**config.mk**
```make
export PLATFORM = sky130hd
export DESIGN_NAME = dmem_arbiter
export DESIGN_NICKNAME = d
export VERILOG_FILES = /design/src/rtl/dmem_pkg.sv /design/src/rtl/dmem_arb_prio.sv /design/src/rtl/dmem_arbiter.sv
export SDC_FILE = /design/constraint.sdc
export NUM_CORES = 1
export LEC_CHECK = 0
export CAP_MARGIN = 30
export CORE_ASPECT_RATIO = 1.1
export CORE_MARGIN = 1.5
export CORE_UTILIZATION = 40
export CTS_BUF_LIST = sky130_fd_sc_hd__clkbuf_16
export CTS_CLUSTER_DIAMETER = 60
export DETAILED_ROUTE_END_ITERATION = 8
export DONT_BUFFER_PORTS = 1
export PLACE_DENSITY = 0.58
export SYNTH_ARGS = -nofsm -noshare
export SYNTH_HDL_FRONTEND = slang
export SYNTH_SLANG_ARGS = --single-unit
```
**constraint.sdc**
```tcl
create_clock -name clk -period 4.5 [get_ports clk]
set_input_delay 0.9 -clock clk [delete_from_list [all_inputs] [get_ports clk]]
set_output_delay 0.9 -clock clk [all_outputs]
set_load 0.005 [all_outputs]
```
**src/rtl/dmem_pkg.sv**
```systemverilog
// rtl/dmem_pkg.sv - shared state encoding and constants for the data-memory arbiter
package dmem_pkg;

  typedef enum logic [2:0] {
    ST_IDLE      = 3'd0,
    ST_ISSUE     = 3'd1,
    ST_WAIT_ACK  = 3'd2,
    ST_WAIT_DONE = 3'd3,
    ST_RESP      = 3'd4
  } state_t;

  localparam logic [2:0] SM_BYTE = 3'b001;
  localparam logic [2:0] SM_HALF = 3'b011;
  localparam logic [2:0] SM_WORD = 3'b111;

  localparam logic [31:0] LED_ADDR = 32'h0000_2000;

  localparam logic OWNER_CPU = 1'b0;
  localparam logic OWNER_DMA = 1'b1;

endpackage

```
**src/rtl/dmem_arb_prio.sv**
```systemverilog
// rtl/dmem_arb_prio.sv - CPU-priority arbitration with a starvation counter that forces DMA progress
module dmem_arb_prio
  import dmem_pkg::*;
#(
  parameter int STARVE_MAX = 4
) (
  input  logic clk,
  input  logic reset,
  input  logic idle,
  input  logic mem_busy,
  input  logic cpu_req,
  input  logic dma_req,
  output logic grant,
  output logic winner
);

  localparam logic [3:0] STARVE_LIM = 4'(STARVE_MAX);

  logic [3:0] starve_cnt;

  assign grant  = idle & ~mem_busy & (cpu_req | dma_req);
  assign winner = ((dma_req && starve_cnt == STARVE_LIM) || !cpu_req) ? OWNER_DMA : OWNER_CPU;

  always_ff @(posedge clk) begin
    if (reset) begin
      starve_cnt <= 4'd0;
    end else if (grant && winner == OWNER_DMA) begin
      starve_cnt <= 4'd0;
    end else if (idle && !dma_req) begin
      starve_cnt <= 4'd0;
    end else if (grant && dma_req && starve_cnt != STARVE_LIM) begin
      starve_cnt <= starve_cnt + 4'd1;
    end
  end

endmodule

```
**src/rtl/dmem_arbiter.sv**
```systemverilog
// rtl/dmem_arbiter.sv - two-requester sequencer in front of the single-port data memory
// Optional perf counters enabled by DMEM_ARB_PERF_EN.
module dmem_arbiter
  import dmem_pkg::*;
#(
  parameter int ADDR_W     = 32,
  parameter int DATA_W     = 32,
  parameter int STARVE_MAX = 4
) (
  input  logic              clk,
  input  logic              reset,
  input  logic              cpu_req,
  input  logic              cpu_we,
  input  logic [ADDR_W-1:0] cpu_addr,
  input  logic [DATA_W-1:0] cpu_wdata,
  input  logic [3:0]        cpu_sign_mask,
  output logic              cpu_stall,
  output logic              cpu_done,
  output logic [DATA_W-1:0] cpu_rdata,
  input  logic              dma_req,
  input  logic              dma_we,
  input  logic [ADDR_W-1:0] dma_addr,
  input  logic [DATA_W-1:0] dma_wdata,
  input  logic [3:0]        dma_sign_mask,
  output logic              dma_done,
  output logic [DATA_W-1:0] dma_rdata,
  output logic              mem_memread,
  output logic              mem_memwrite,
  output logic [ADDR_W-1:0] mem_addr,
  output logic [DATA_W-1:0] mem_write_data,
  output logic [3:0]        mem_sign_mask,
  input  logic              mem_clk_stall,
`ifdef DMEM_ARB_PERF_EN
  output logic [31:0]       perf_cpu_grants,
  output logic [31:0]       perf_dma_grants,
  output logic [31:0]       perf_wait_cycles,
`endif
  input  logic [DATA_W-1:0] mem_read_data
);

  state_t state, state_next;
  logic   grant, winner, owner, we_q;
  logic   we_sel;
  logic [ADDR_W-1:0] addr_sel;
  logic [DATA_W-1:0] wdata_sel;
  logic [3:0]        mask_sel;

  dmem_arb_prio #(.STARVE_MAX(STARVE_MAX)) u_prio (
    .clk      (clk),
    .reset    (reset),
    .idle     (state == ST_IDLE),
    .mem_busy (mem_clk_stall),
    .cpu_req  (cpu_req),
    .dma_req  (dma_req),
    .grant    (grant),
    .winner   (winner)
  );

  assign cpu_stall = cpu_req & ~cpu_done;

  always_comb begin
    we_sel    = cpu_we;
    addr_sel  = cpu_addr;
    wdata_sel = cpu_wdata;
    mask_sel  = cpu_sign_mask;
    if (winner == OWNER_DMA) begin
      we_sel    = dma_we;
      addr_sel  = dma_addr;
      wdata_sel = dma_wdata;
      mask_sel  = dma_sign_mask;
    end
  end

  always_ff @(posedge clk) begin
    if (reset) state <= ST_IDLE;
    else       state <= state_next;
  end

  always_comb begin
    state_next = state;
    case (state)
      ST_IDLE:      if (grant) state_next = ST_ISSUE;
      ST_ISSUE:     state_next = ST_WAIT_ACK;
      ST_WAIT_ACK:  if (mem_clk_stall) state_next = ST_WAIT_DONE;
      ST_WAIT_DONE: if (!mem_clk_stall) state_next = ST_RESP;
      ST_RESP:      state_next = ST_IDLE;
      default:      state_next = ST_IDLE;
    endcase
  end

  // Strobes are registered on the grant edge so they are visible during ISSUE;
  // done is registered on completion so it is visible during RESP.
  always_ff @(posedge clk) begin
    if (reset) begin
      owner          <= OWNER_CPU;
      we_q           <= 1'b0;
      mem_memread    <= 1'b0;
      mem_memwrite   <= 1'b0;
      mem_addr       <= '0;
      mem_write_data <= '0;
      mem_sign_mask  <= '0;
      cpu_done       <= 1'b0;
      dma_done       <= 1'b0;
      cpu_rdata      <= '0;
      dma_rdata      <= '0;
    end else begin
      mem_memread  <= 1'b0;
      mem_memwrite <= 1'b0;
      cpu_done     <= 1'b0;
      dma_done     <= 1'b0;
      if (grant) begin
        owner          <= winner;
        we_q           <= we_sel;
        mem_addr       <= addr_sel;
        mem_write_data <= wdata_sel;
        mem_sign_mask  <= mask_sel;
        mem_memread    <= ~we_sel;
        mem_memwrite   <= we_sel;
      end
      if (state == ST_WAIT_DONE && !mem_clk_stall) begin
        if (owner == OWNER_CPU) begin
          cpu_done <= 1'b1;
          if (!we_q) cpu_rdata <= mem_read_data;
        end else begin
          dma_done <= 1'b1;
          if (!we_q) dma_rdata <= mem_read_data;
        end
      end
    end
  end

`ifdef DMEM_ARB_PERF_EN
  // A requester is waiting when it asks but neither owns the transaction in flight nor wins this cycle.
  logic busy, cpu_served, dma_served;

  always_comb begin
    busy       = (state != ST_IDLE);
    cpu_served = (busy && owner == OWNER_CPU) || (grant && winner == OWNER_CPU);
    dma_served = (busy && owner == OWNER_DMA) || (grant && winner == OWNER_DMA);
  end

  always_ff @(posedge clk) begin
    if (reset) begin
      perf_cpu_grants  <= 32'd0;
      perf_dma_grants  <= 32'd0;
      perf_wait_cycles <= 32'd0;
    end else begin
      if (grant && winner == OWNER_CPU) perf_cpu_grants <= perf_cpu_grants + 32'd1;
      if (grant && winner == OWNER_DMA) perf_dma_grants <= perf_dma_grants + 32'd1;
      if ((cpu_req && !cpu_served) || (dma_req && !dma_served))
        perf_wait_cycles <= perf_wait_cycles + 32'd1;
    end
  end
`endif

endmodule

```
==> results.tsv <==
stage	metric	value	unit
logic_synthesis	ys_types	47	
cells_and_area	final_util	45.3	%
worst_setup_path	cp-start-kind	flip-flop	
flow_run	drv_cap	0	
timing	whs	0.475	ns
cells_and_area	drive_gt1_share	7.68	%
logic_synthesis	async_flop_share	0	%
die	rows	47	
die	dieHeight	134	um
pwr	power.density	440	mW/mm2
timing	setup_violations	0	
route	drt_iter0_markers	389	
route	drc	0	
worst_setup_path	rrSetupSlack	2.00	ns
grt	grt_pass1_vias	5081	
cells_and_area	multiInputGateArea	0.00304	mm2
worst_setup_path	worstPathRequired	4.77	ns
worst_setup_path	crit_fanout	38	
logic_synthesis	syn-mean-instance-area	8.81	um2
logic_synthesis	ys_seq_elements	145	
grt	grt_overflow	0	
placed_design	dp_hpwl	11.9	mm
clock_tree	cts_sinks	145	
placed_design	io_buffers	0	
route	via_count	5289	
clock_tree	h-tree-depth	4	
pwr	ir_drop	0.235	mV
clock_tree	postCtsResizedCells	0	
worst_setup_path	path_class	reg -> reg	
timing	period_needed	2.50	ns
logic_synthesis	synth_fp_nets	890	
logic_synthesis	synth_area	0.00628	mm2
clock_tree	cts_buffers	17	
die	die_area	0.0165	mm2
clock_tree	cts_setup_buffers	0	
timing	slew_headroom	44.3	%
timing	rsz0062_at_grt	no	
grt	antenna_found_initial	0	
die	die_x	123	um
clock_tree	clockRootBuffer	clkbuf_16	
route	drtPass1Iterations	5	
pwr	p_leak	2.53	nW
grt	grt_max_degree	78	
logic_synthesis	synth-main-ff-cell	dfxtp_1	
clock_tree	cts_tree	built	
logic_synthesis	yosysWarnings	0	
logic_synthesis	synth_area_leaders	dfxtp_1 46%, mux2i_1 10%, a311oi_1 9.8%	
die	start_util	41.3	%
timing	worst_pin_slew	0.836	ns
logic_synthesis	syn_inst	713	
timing	hold_viol	0	
min_path	hold_class	reg -> reg	
grt	grt_first_pass_wirelength	26.5	mm
worst_setup_path	cp.arrival	2.77	ns
clock_tree	cts_hold_buffers	0	
timing	fmax	0.401	GHz
worst_setup_path	end_kind	flip-flop	
logic_synthesis	yosysSeqAreaShare	46.2	%
timing	clock_skew	0.0116	ns
clock_tree	clk_path_buf_depth	2	
route	wl_per_cell	20.0	um
route	wl	17.5	mm
logic_synthesis	synth_top_cell_by_area	dfxtp_1	
clock_tree	clkLatencyLatePin	0.42	ns
timing	slew_violations	0	
cells_and_area	fillers	1436	
cells_and_area	antenna_cells	0	
logic_synthesis	synth-edff-count	0	
logic_synthesis	synth_top_area_share	46.2	%
cells_and_area	regArea	0.00290	mm2
route	postRouteAntennaNets	0	
die	ios	312	
grt	groute.usage.overall	20.3	%
cells_and_area	syn_to_final_growth	9.82	%
timing	period_share	55.5	%
die	core_area	0.0152	mm2
timing	tns	0	ns
clock_tree	clk_pin_slew_worst_paths	0.06	ns
route	viasPerCell	6.06	
placed_design	gp_congestion	0.823	
cells_and_area	nets	841	
outcome	outcome	finished, final reports clean	
-- Yosys cell counts (3+ instances only) --
library cell  count
nand2_1          98
buf_4             3
dfxtp_1         145
nor3_1            3
nor4_1            3
a311oi_1         70
buf_1             3
inv_1             4
nand3_1          69
o21ai_0          70
clkbuf_1         58
buf_2            11
a21oi_1          72
mux2i_1          64
-- kinds of logic (layout without fill, tap and decap cells) --
family / after synthesis / in the layout / synth area share [%]
buf+inv: 85 / 49 / 5.93
simple gates: 192 / 192 / 14.5
compound gates: 225 / 225 / 22.8
mux: 64 / 64 / 10.2
flops: 145 / 145 / 46.2
fa+ha+maj: 2 / 2 / 0.398
-- path summary, 6_finish.rpt --
check,end,depth (start not counted),start
min reg2reg,dma_rdata[8]$_SDFFE_PP0P_,2,dma_rdata[8]$_SDFFE_PP0P_
min,dma_rdata[8]$_SDFFE_PP0P_,2,dma_rdata[8]$_SDFFE_PP0P_
max,mem_write_data[4]$_SDFFE_PP0N_,4,state[2]$_SDFFE_PP0P_
max reg2reg,mem_write_data[4]$_SDFFE_PP0N_,4,state[2]$_SDFFE_PP0P_
-- placed cells by master, fill, tap and decap left out, types with 3 or more instances in the layout --
cell	synthesis	layout
buf_4	3	9
inv_1	4	4
mux2i_1	64	64
a311oi_1	70	70
a21oi_1	72	72
o21ai_0	70	70
nor3_1	3	3
clkbuf_16	0	17
clkinv_4	0	4
dfxtp_1	145	145
clkinv_1	0	3
clkinv_2	0	4
nand2_1	98	98
nand3_1	69	69
-- sequential cells by signal (all words and copies together) (netlist names), 3 cells and up --
signal,cells
state,3
cpu_rdata,32
mem_write_data,32
mem_addr,32
dma_rdata,32
mem_sign_mask,4
u_prio.starve_cnt,4
-- worst max-delay path: stages, from the launching register on --
cell and delay [ns]:
dfxtp_1 0.44, or3_1 0.53, nor2_4 0.70, buf_4 0.50
a311oi_1 0.17
-- final cells by class --
type	count	area share, %
Sequential cell	145	42.1
Tap cell	196	3.55
Inverter	5	0.272
Clock buffer	17	6.17
Multi-Input combinational cell	483	44.0
Clock inverter	15	2.07
Timing Repair Buffer	12	1.89
-- through the flow --
stage	instances	cell area (um2)	setup slack [ns]	power, mW
2_1_floorplan	713	6280	2.27	1.65
3_3_place_gp	838	6270	1.88	1.69
6_report	873	6900	2.00	3.04
3_5_place_dp	841	6330	1.85	1.71
4_1_cts	873	6900	2.02	3.07
5_1_grt	873	6900	1.84	3.17
-- layer usage --
metal / global-route usage (%) / wire length, um / share of wire, %
met1: 22.9 / 6640 / 38
met2: 34.6 / 8560 / 49
met3: 6.97 / 1860 / 11
met4: 8.98 / 398 / 2.3
met5: 0 / 0 / 0
-- power by group --
part,internal (mW),switching [mW],leakage [nW]
Combinational,0.105,0.160,1.06
Sequential,1.35,0.0647,1.18
Clock,0.810,0.544,0.279
Total,2.27,0.769,2.53
No activity file was read; power rests on OpenSTA's default activity.
